[src/rtl/ex_mdu_pkg.sv]
// ex_mdu_pkg: shared widths, opcodes and helpers for the execute-stage multiply/divide unit
package ex_mdu_pkg;
  localparam int REG_W = 32;
  localparam logic [REG_W-1:0] ZERO_WORD = '0;
  localparam logic [7:0] EXE_NOP_OP   = 8'b00000000;
  localparam logic [7:0] EXE_MFHI_OP  = 8'b00010000;
  localparam logic [7:0] EXE_MTHI_OP  = 8'b00010001;
  localparam logic [7:0] EXE_MFLO_OP  = 8'b00010010;
  localparam logic [7:0] EXE_MTLO_OP  = 8'b00010011;
  localparam logic [7:0] EXE_MULT_OP  = 8'b00011000;
  localparam logic [7:0] EXE_MULTU_OP = 8'b00011001;
  localparam logic [7:0] EXE_DIV_OP   = 8'b00011010;
  localparam logic [7:0] EXE_DIVU_OP  = 8'b00011011;
  localparam logic [2:0] EXE_RES_MOVE = 3'b011;
  function automatic logic [REG_W-1:0] neg_if(input logic [REG_W-1:0] v, input logic n);
    return n ? -v : v;
  endfunction
endpackage

[src/rtl/mdu_div.sv]
// mdu_div: radix-2 restoring divider on magnitudes with sign fix-up on the way out
module mdu_div
  import ex_mdu_pkg::*;
#(
  parameter int DIV_ITERS = 32
) (
  input  logic             clk,
  input  logic             rst,
  input  logic             start_i,
  input  logic             signed_i,
  input  logic             annul_i,
  input  logic [REG_W-1:0] dividend_i,
  input  logic [REG_W-1:0] divisor_i,
  output logic [REG_W-1:0] quotient_o,
  output logic [REG_W-1:0] remainder_o,
  output logic             ready_o,
  output logic             stall_o
);
  localparam int CW = $clog2(DIV_ITERS + 1);
  typedef enum logic [1:0] {IDLE, BUSY, DONE} state_t;
  state_t state_q, state_d;
  logic [CW-1:0] cnt_q, cnt_d;
  logic [REG_W-1:0] rem_q, rem_d, quo_q, quo_d, dvs_q, dvs_d;
  logic negq_q, negq_d, negr_q, negr_d, skip_q, skip_d;
  logic [REG_W:0] part, diff;
  always_comb begin
    state_d = state_q;
    cnt_d   = cnt_q;
    rem_d   = rem_q;
    quo_d   = quo_q;
    dvs_d   = dvs_q;
    negq_d  = negq_q;
    negr_d  = negr_q;
    skip_d  = 1'b0;
    stall_o = 1'b0;
    part    = {rem_q, quo_q[REG_W-1]};
    diff    = part - {1'b0, dvs_q};
    if (annul_i) state_d = IDLE;
    else case (state_q)
      IDLE: if (start_i && !skip_q) begin
        stall_o = 1'b1;
        cnt_d   = '0;
        rem_d   = '0;
        negq_d  = signed_i & (dividend_i[REG_W-1] ^ divisor_i[REG_W-1]);
        negr_d  = signed_i & dividend_i[REG_W-1];
        quo_d   = neg_if(dividend_i, signed_i & dividend_i[REG_W-1]);
        dvs_d   = neg_if(divisor_i, signed_i & divisor_i[REG_W-1]);
        state_d = BUSY;
        // divide by zero skips the iterations: all-ones quotient, raw dividend as remainder
        if (divisor_i == ZERO_WORD) begin
          quo_d   = '1;
          rem_d   = dividend_i;
          negq_d  = 1'b0;
          negr_d  = 1'b0;
          state_d = DONE;
        end
      end
      BUSY: begin
        stall_o = 1'b1;
        rem_d   = diff[REG_W] ? part[REG_W-1:0] : diff[REG_W-1:0];
        quo_d   = {quo_q[REG_W-2:0], ~diff[REG_W]};
        cnt_d   = cnt_q + 1'b1;
        state_d = cnt_q == CW'(DIV_ITERS - 1) ? DONE : BUSY;
      end
      DONE: begin
        state_d = IDLE;
        skip_d  = 1'b1;
      end
      default: state_d = IDLE;
    endcase
  end
  always_ff @(posedge clk) begin
    if (rst) begin
      state_q <= IDLE;
      cnt_q   <= '0;
      rem_q   <= '0;
      quo_q   <= '0;
      dvs_q   <= '0;
      negq_q  <= 1'b0;
      negr_q  <= 1'b0;
      skip_q  <= 1'b0;
    end else begin
      state_q <= state_d;
      cnt_q   <= cnt_d;
      rem_q   <= rem_d;
      quo_q   <= quo_d;
      dvs_q   <= dvs_d;
      negq_q  <= negq_d;
      negr_q  <= negr_d;
      skip_q  <= skip_d;
    end
  end
  assign ready_o     = state_q == DONE && !annul_i;
  assign quotient_o  = neg_if(quo_q, negq_q);
  assign remainder_o = neg_if(rem_q, negr_q);
endmodule

[src/rtl/ex_mdu.sv]
// ex_mdu: execute-stage multiply/divide unit owning HI/LO, the MFHI/MFLO result path
// and the divide stall request
module ex_mdu
  import ex_mdu_pkg::*;
#(
  parameter int DIV_ITERS = 32
) (
  input  logic             clk,
  input  logic             rst,
  input  logic [7:0]       aluop_i,
  input  logic [2:0]       alusel_i,
  input  logic [REG_W-1:0] reg1_i,
  input  logic [REG_W-1:0] reg2_i,
  input  logic [4:0]       wd_i,
  input  logic             wreg_i,
  input  logic             annul_i,
  output logic [4:0]       wd_o,
  output logic             wreg_o,
  output logic [REG_W-1:0] wdata_o,
  output logic             stallreq_o,
  output logic [REG_W-1:0] hi_o,
  output logic [REG_W-1:0] lo_o
);
  logic [REG_W-1:0] hi_q, hi_d, lo_q, lo_d, quo, rem;
  logic [2*REG_W-1:0] prod;
  logic is_mult, is_mult_s, is_div, is_mf, div_ready, div_stall, unused_sel;
  assign unused_sel = ^alusel_i;
  assign is_mult_s  = aluop_i == EXE_MULT_OP;
  assign is_mult    = is_mult_s || aluop_i == EXE_MULTU_OP;
  assign is_div     = aluop_i == EXE_DIV_OP || aluop_i == EXE_DIVU_OP;
  assign is_mf      = aluop_i == EXE_MFHI_OP || aluop_i == EXE_MFLO_OP;
  mdu_div #(.DIV_ITERS(DIV_ITERS)) u_div (
    .clk(clk), .rst(rst), .start_i(is_div), .signed_i(aluop_i == EXE_DIV_OP),
    .annul_i(annul_i), .dividend_i(reg1_i), .divisor_i(reg2_i),
    .quotient_o(quo), .remainder_o(rem), .ready_o(div_ready), .stall_o(div_stall)
  );
  always_comb begin
    // sign- or zero-extend to 64 bits so one multiplier serves MULT and MULTU
    prod = {{REG_W{is_mult_s & reg1_i[REG_W-1]}}, reg1_i} * {{REG_W{is_mult_s & reg2_i[REG_W-1]}}, reg2_i};
    hi_d = hi_q;
    lo_d = lo_q;
    if (annul_i) begin
      hi_d = hi_q;
    end else if (div_ready) begin
      hi_d = rem;
      lo_d = quo;
    end else if (is_mult) begin
      hi_d = prod[2*REG_W-1:REG_W];
      lo_d = prod[REG_W-1:0];
    end else begin
      hi_d = aluop_i == EXE_MTHI_OP ? reg1_i : hi_q;
      lo_d = aluop_i == EXE_MTLO_OP ? reg1_i : lo_q;
    end
  end
  always_ff @(posedge clk) begin
    if (rst) begin
      hi_q <= '0;
      lo_q <= '0;
    end else begin
      hi_q <= hi_d;
      lo_q <= lo_d;
    end
  end
  assign wd_o       = rst ? 5'd0 : wd_i;
  assign wreg_o     = !rst && wreg_i && is_mf;
  assign wdata_o    = rst ? ZERO_WORD : aluop_i == EXE_MFHI_OP ? hi_q : aluop_i == EXE_MFLO_OP ? lo_q : ZERO_WORD;
  assign stallreq_o = !rst && div_stall;
  assign hi_o       = rst ? ZERO_WORD : hi_q;
  assign lo_o       = rst ? ZERO_WORD : lo_q;
endmodule

[config.mk]
export PLATFORM = sky130hd
export DESIGN_NAME = ex_mdu
export DESIGN_NICKNAME = d
export VERILOG_FILES = /design/src/rtl/ex_mdu_pkg.sv /design/src/rtl/mdu_div.sv /design/src/rtl/ex_mdu.sv
export SDC_FILE = /design/constraint.sdc
export NUM_CORES = 2
export LEC_CHECK = 0
export CORE_ASPECT_RATIO = 1.2
export CORE_MARGIN = 1
export CORE_UTILIZATION = 50
export DETAILED_ROUTE_END_ITERATION = 8
export GPL_TIMING_DRIVEN = 0
export PLACE_DENSITY_LB_ADDON = 0.08
export SYNTH_ARGS = -nofsm -noshare
export SYNTH_HDL_FRONTEND = slang
export SYNTH_SLANG_ARGS = --single-unit
[constraint.sdc]
create_clock -name clk -period 20.4 [get_ports clk]
set_input_delay 2.04 -clock clk [delete_from_list [all_inputs] [get_ports clk]]
set_output_delay 2.04 -clock clk [all_outputs]
set_load 0.005 [all_outputs]
==> results.json <==
{
  "area_delta_synth_final_pct": 7.60,
  "grt_pass1_vias": 45700,
  "wl_per_cell_um": 29.6,
  "synthAdderAreaFrac": 0.505,
  "start_util": 0.507,
  "rsz0062_at_grt": "false",
  "post_cts_buffers": 0,
  "ys_warn_count": 0,
  "synth_cell_types": 80,
  "fin_skew_ps": 19.6,
  "fin_crit_sh": 0.728,
  "drive_gt1_frac": 0.0159,
  "synth_edf_count": 0,
  "drv_cap": 4,
  "critPathMaxFanout": 10,
  "worstMarginPinSlew_ps": 1620,
  "cts_resized": 0,
  "post-dp-hpwl_mm": 183,
  "io_pins": 187,
  "rows": 127,
  "cts_buffers": 17,
  "routed_via_density": 6.00,
  "multi_input_area_mm2": 0.0414,
  "die_h_um": 351,
  "synth-simple-area-share": 0.164,
  "synth_top_family_by_area": "adder cells",
  "wirelength_mm": 223,
  "antenna_found_initial": 20,
  "drtPass1Iterations": 8,
  "finalSetupViolCount": 0,
  "synth-main-ff-cell": "dfxtp_1",
  "post-route-util": 0.545,
  "dr.first_iter.drc_count": 4677,
  "cts_sinks": 171,
  "critical-path-max-stage-delay_ps": 940,
  "violations": "max-capacitance violations, max-slew violations",
  "drc": 0,
  "port-buffer-count": 147,
  "async_flop_share": 0,
  "clock.fmax_mhz": 67.3,
  "end_kind": "register",
  "fillers": 9770,
  "worstSkewPairLatency_ps": 480,
  "vias": 45100,
  "status": "finished, violations left",
  "synthCells": 5972,
  "grt_usage": 0.441,
  "syn_area_mm2": 0.0508,
  "die_w_um": 293,
  "gp_congestion": 1.05,
  "grt_max_degree": 25,
  "core_mm2": 0.100,
  "setup_ws_ps": 5550,
  "synth-compound-area-share": 0.102,
  "synth_xor_area_frac": 0.0374,
  "htreeDepth": 4,
  "finalHoldViolCount": 0,
  "r2r_setup_slack_ps": 15700,
  "die-area_mm2": 0.103,
  "period_needed_ps": 14850,
  "hold_class": "register to register",
  "postRouteAntennaNets": 0,
  "crit_top_cell": "fa_1",
  "syn_avg_cell_area_um2": 8.51,
  "synthMuxAreaShare": 0.00520,
  "slew_headroom": -0.0790,
  "startpoint_type": "primary input",
  "fin_nets": 7601,
  "clockBufferDepth": 2,
  "regArea_mm2": 0.00342,
  "worstPathArrival_ps": 15180,
  "dpl_worst_slack_ps": 5370,
  "hold_buffers": 0,
  "cts_root_buf": "clkbuf_16",
  "cp.required_ps": 20730,
  "syn-num-nets": 7432,
  "fin_tns_setup_ps": 0,
  "crit_slowest_cell": "fa_1",
  "worstSetupPathType": "primary input to register",
  "grt_remaining_overflow": 0,
  "cts_tree": "done",
  "drv_slew": 42,
  "yosysSeqAreaShare": 0.0674,
  "path_clk_slew_ps": 80,
  "grt_pass1_wl_mm": 319,
  "synth-seq-cells": 171
}
==> logic make-up after synthesis <==
logic type | count (synthesis)
muxes | 26
AOI/OAI and AO/OA | 777
and+or+nand+nor | 1810
adders and majority gates | 1376
buffers and inverters | 1595
xor gates and xnor gates | 217
DFF | 171
==> area by class of cell <==
type,instances,area share
antenna,13,0.000595
tap,1354,0.0310
clock buffer,19,0.00792
timing repair buffer,150,0.0280
multi-input combinational,4206,0.757
sequential,171,0.0626
buffer,394,0.0278
clock inverter,13,0.00254
inverter,1201,0.0825
==> critical path, delay by kind of cell <==
family	cells	cell delay (ps)
adders and majority gates	9	4820
buffers and inverters	12	3600
AOI/OAI and AO/OA	7	2180
xor gates and xnor gates	1	500
and+or+nand+nor	6	2020
==> cells in the mapped netlist, drive strengths merged (34+ instances only) <==
master,instances,area (um^2)
nor3,42,220
fa,1126,22500
ha,250,3130
xor2,91,797
buf,90,367
a31oi,39,244
nand3,38,195
o211ai,41,308
a211oi,46,345
a21o,36,270
nor2b,80,500
nor2,193,732
clkbuf,304,1140
a21oi,227,1140
inv,1201,4510
o21ai,122,611
nand2,1010,3790
o221ai,34,304
and2,302,1890
dfxtp,171,3420
o31ai,37,297
xnor2,126,1100
==> registers in the layout (all words and copies together) (netlist names) <==
name	flops
hi_q	32
lo_q	32
u_div.dvs_q	32
u_div.quo_q	32
u_div.rem_q	32
u_div.cnt_q	6
u_div.state_q	2
u_div.negq_q	1
u_div.negr_q	1
u_div.skip_q	1
==> routing by layer <==
metal  vias to the layer above  global-route usage  part of all wire
met5                         -                   0           0.00014
met4                         4               0.332             0.089
met3                       659              0.0910             0.099
met2                      2670               0.685              0.45
met1                     23200               0.544              0.37
li1                      18600                   -                 -
==> layout by cell type, fill, tap and decap left out, types with 14 or more instances in the layout <==
| cell | instances |
|---|---|
| a211oi_1 | 46 |
| a21o_1 | 36 |
| a21oi_1 | 227 |
| a221oi_1 | 14 |
| a22o_1 | 20 |
| a311oi_1 | 20 |
| a31oi_1 | 39 |
| and2_1 | 302 |
| buf_1 | 82 |
| clkbuf_1 | 295 |
| clkbuf_16 | 17 |
| clkdlybuf4s50_1 | 147 |
| dfxtp_1 | 171 |
| fa_1 | 1125 |
| ha_1 | 250 |
| inv_1 | 1201 |
| mux2i_1 | 23 |
| nand2_1 | 1010 |
| nand2b_1 | 21 |
| nand3_1 | 37 |
| nand4_1 | 17 |
| nor2_1 | 192 |
| nor2b_1 | 80 |
| nor3_1 | 40 |
| nor4_1 | 23 |
| o211ai_1 | 41 |
| o21a_1 | 25 |
| o21ai_0 | 119 |
| o21bai_1 | 14 |
| o221ai_1 | 33 |
| o22ai_1 | 24 |
| o31ai_1 | 35 |
| o41ai_1 | 14 |
| or3_1 | 22 |
| xnor2_1 | 126 |
| xor2_1 | 91 |
==> per-stage QoR <==
step	hold slack [ps]	area, um^2	instances
global route	486	54600	7509
finish	469	54700	7521
global placement	444	54000	7473
CTS	458	54600	7508
detailed placement	449	54000	7476
floorplan	432	50800	5972
==> worst paths after layout <==
kind                        start              to  cells after the start
setup reg to reg  u_div.quo_q[31]  u_div.rem_q[2]                     14
setup / recovery       aluop_i[6]        hi_q[30]                     35
hold / removal     u_div.dvs_q[0]  u_div.dvs_q[0]                      2
hold reg to reg    u_div.dvs_q[0]  u_div.dvs_q[0]                      2
Power is not shown: default switching activity piles up to over one toggle a cycle in this logic, so the estimate is an artifact.
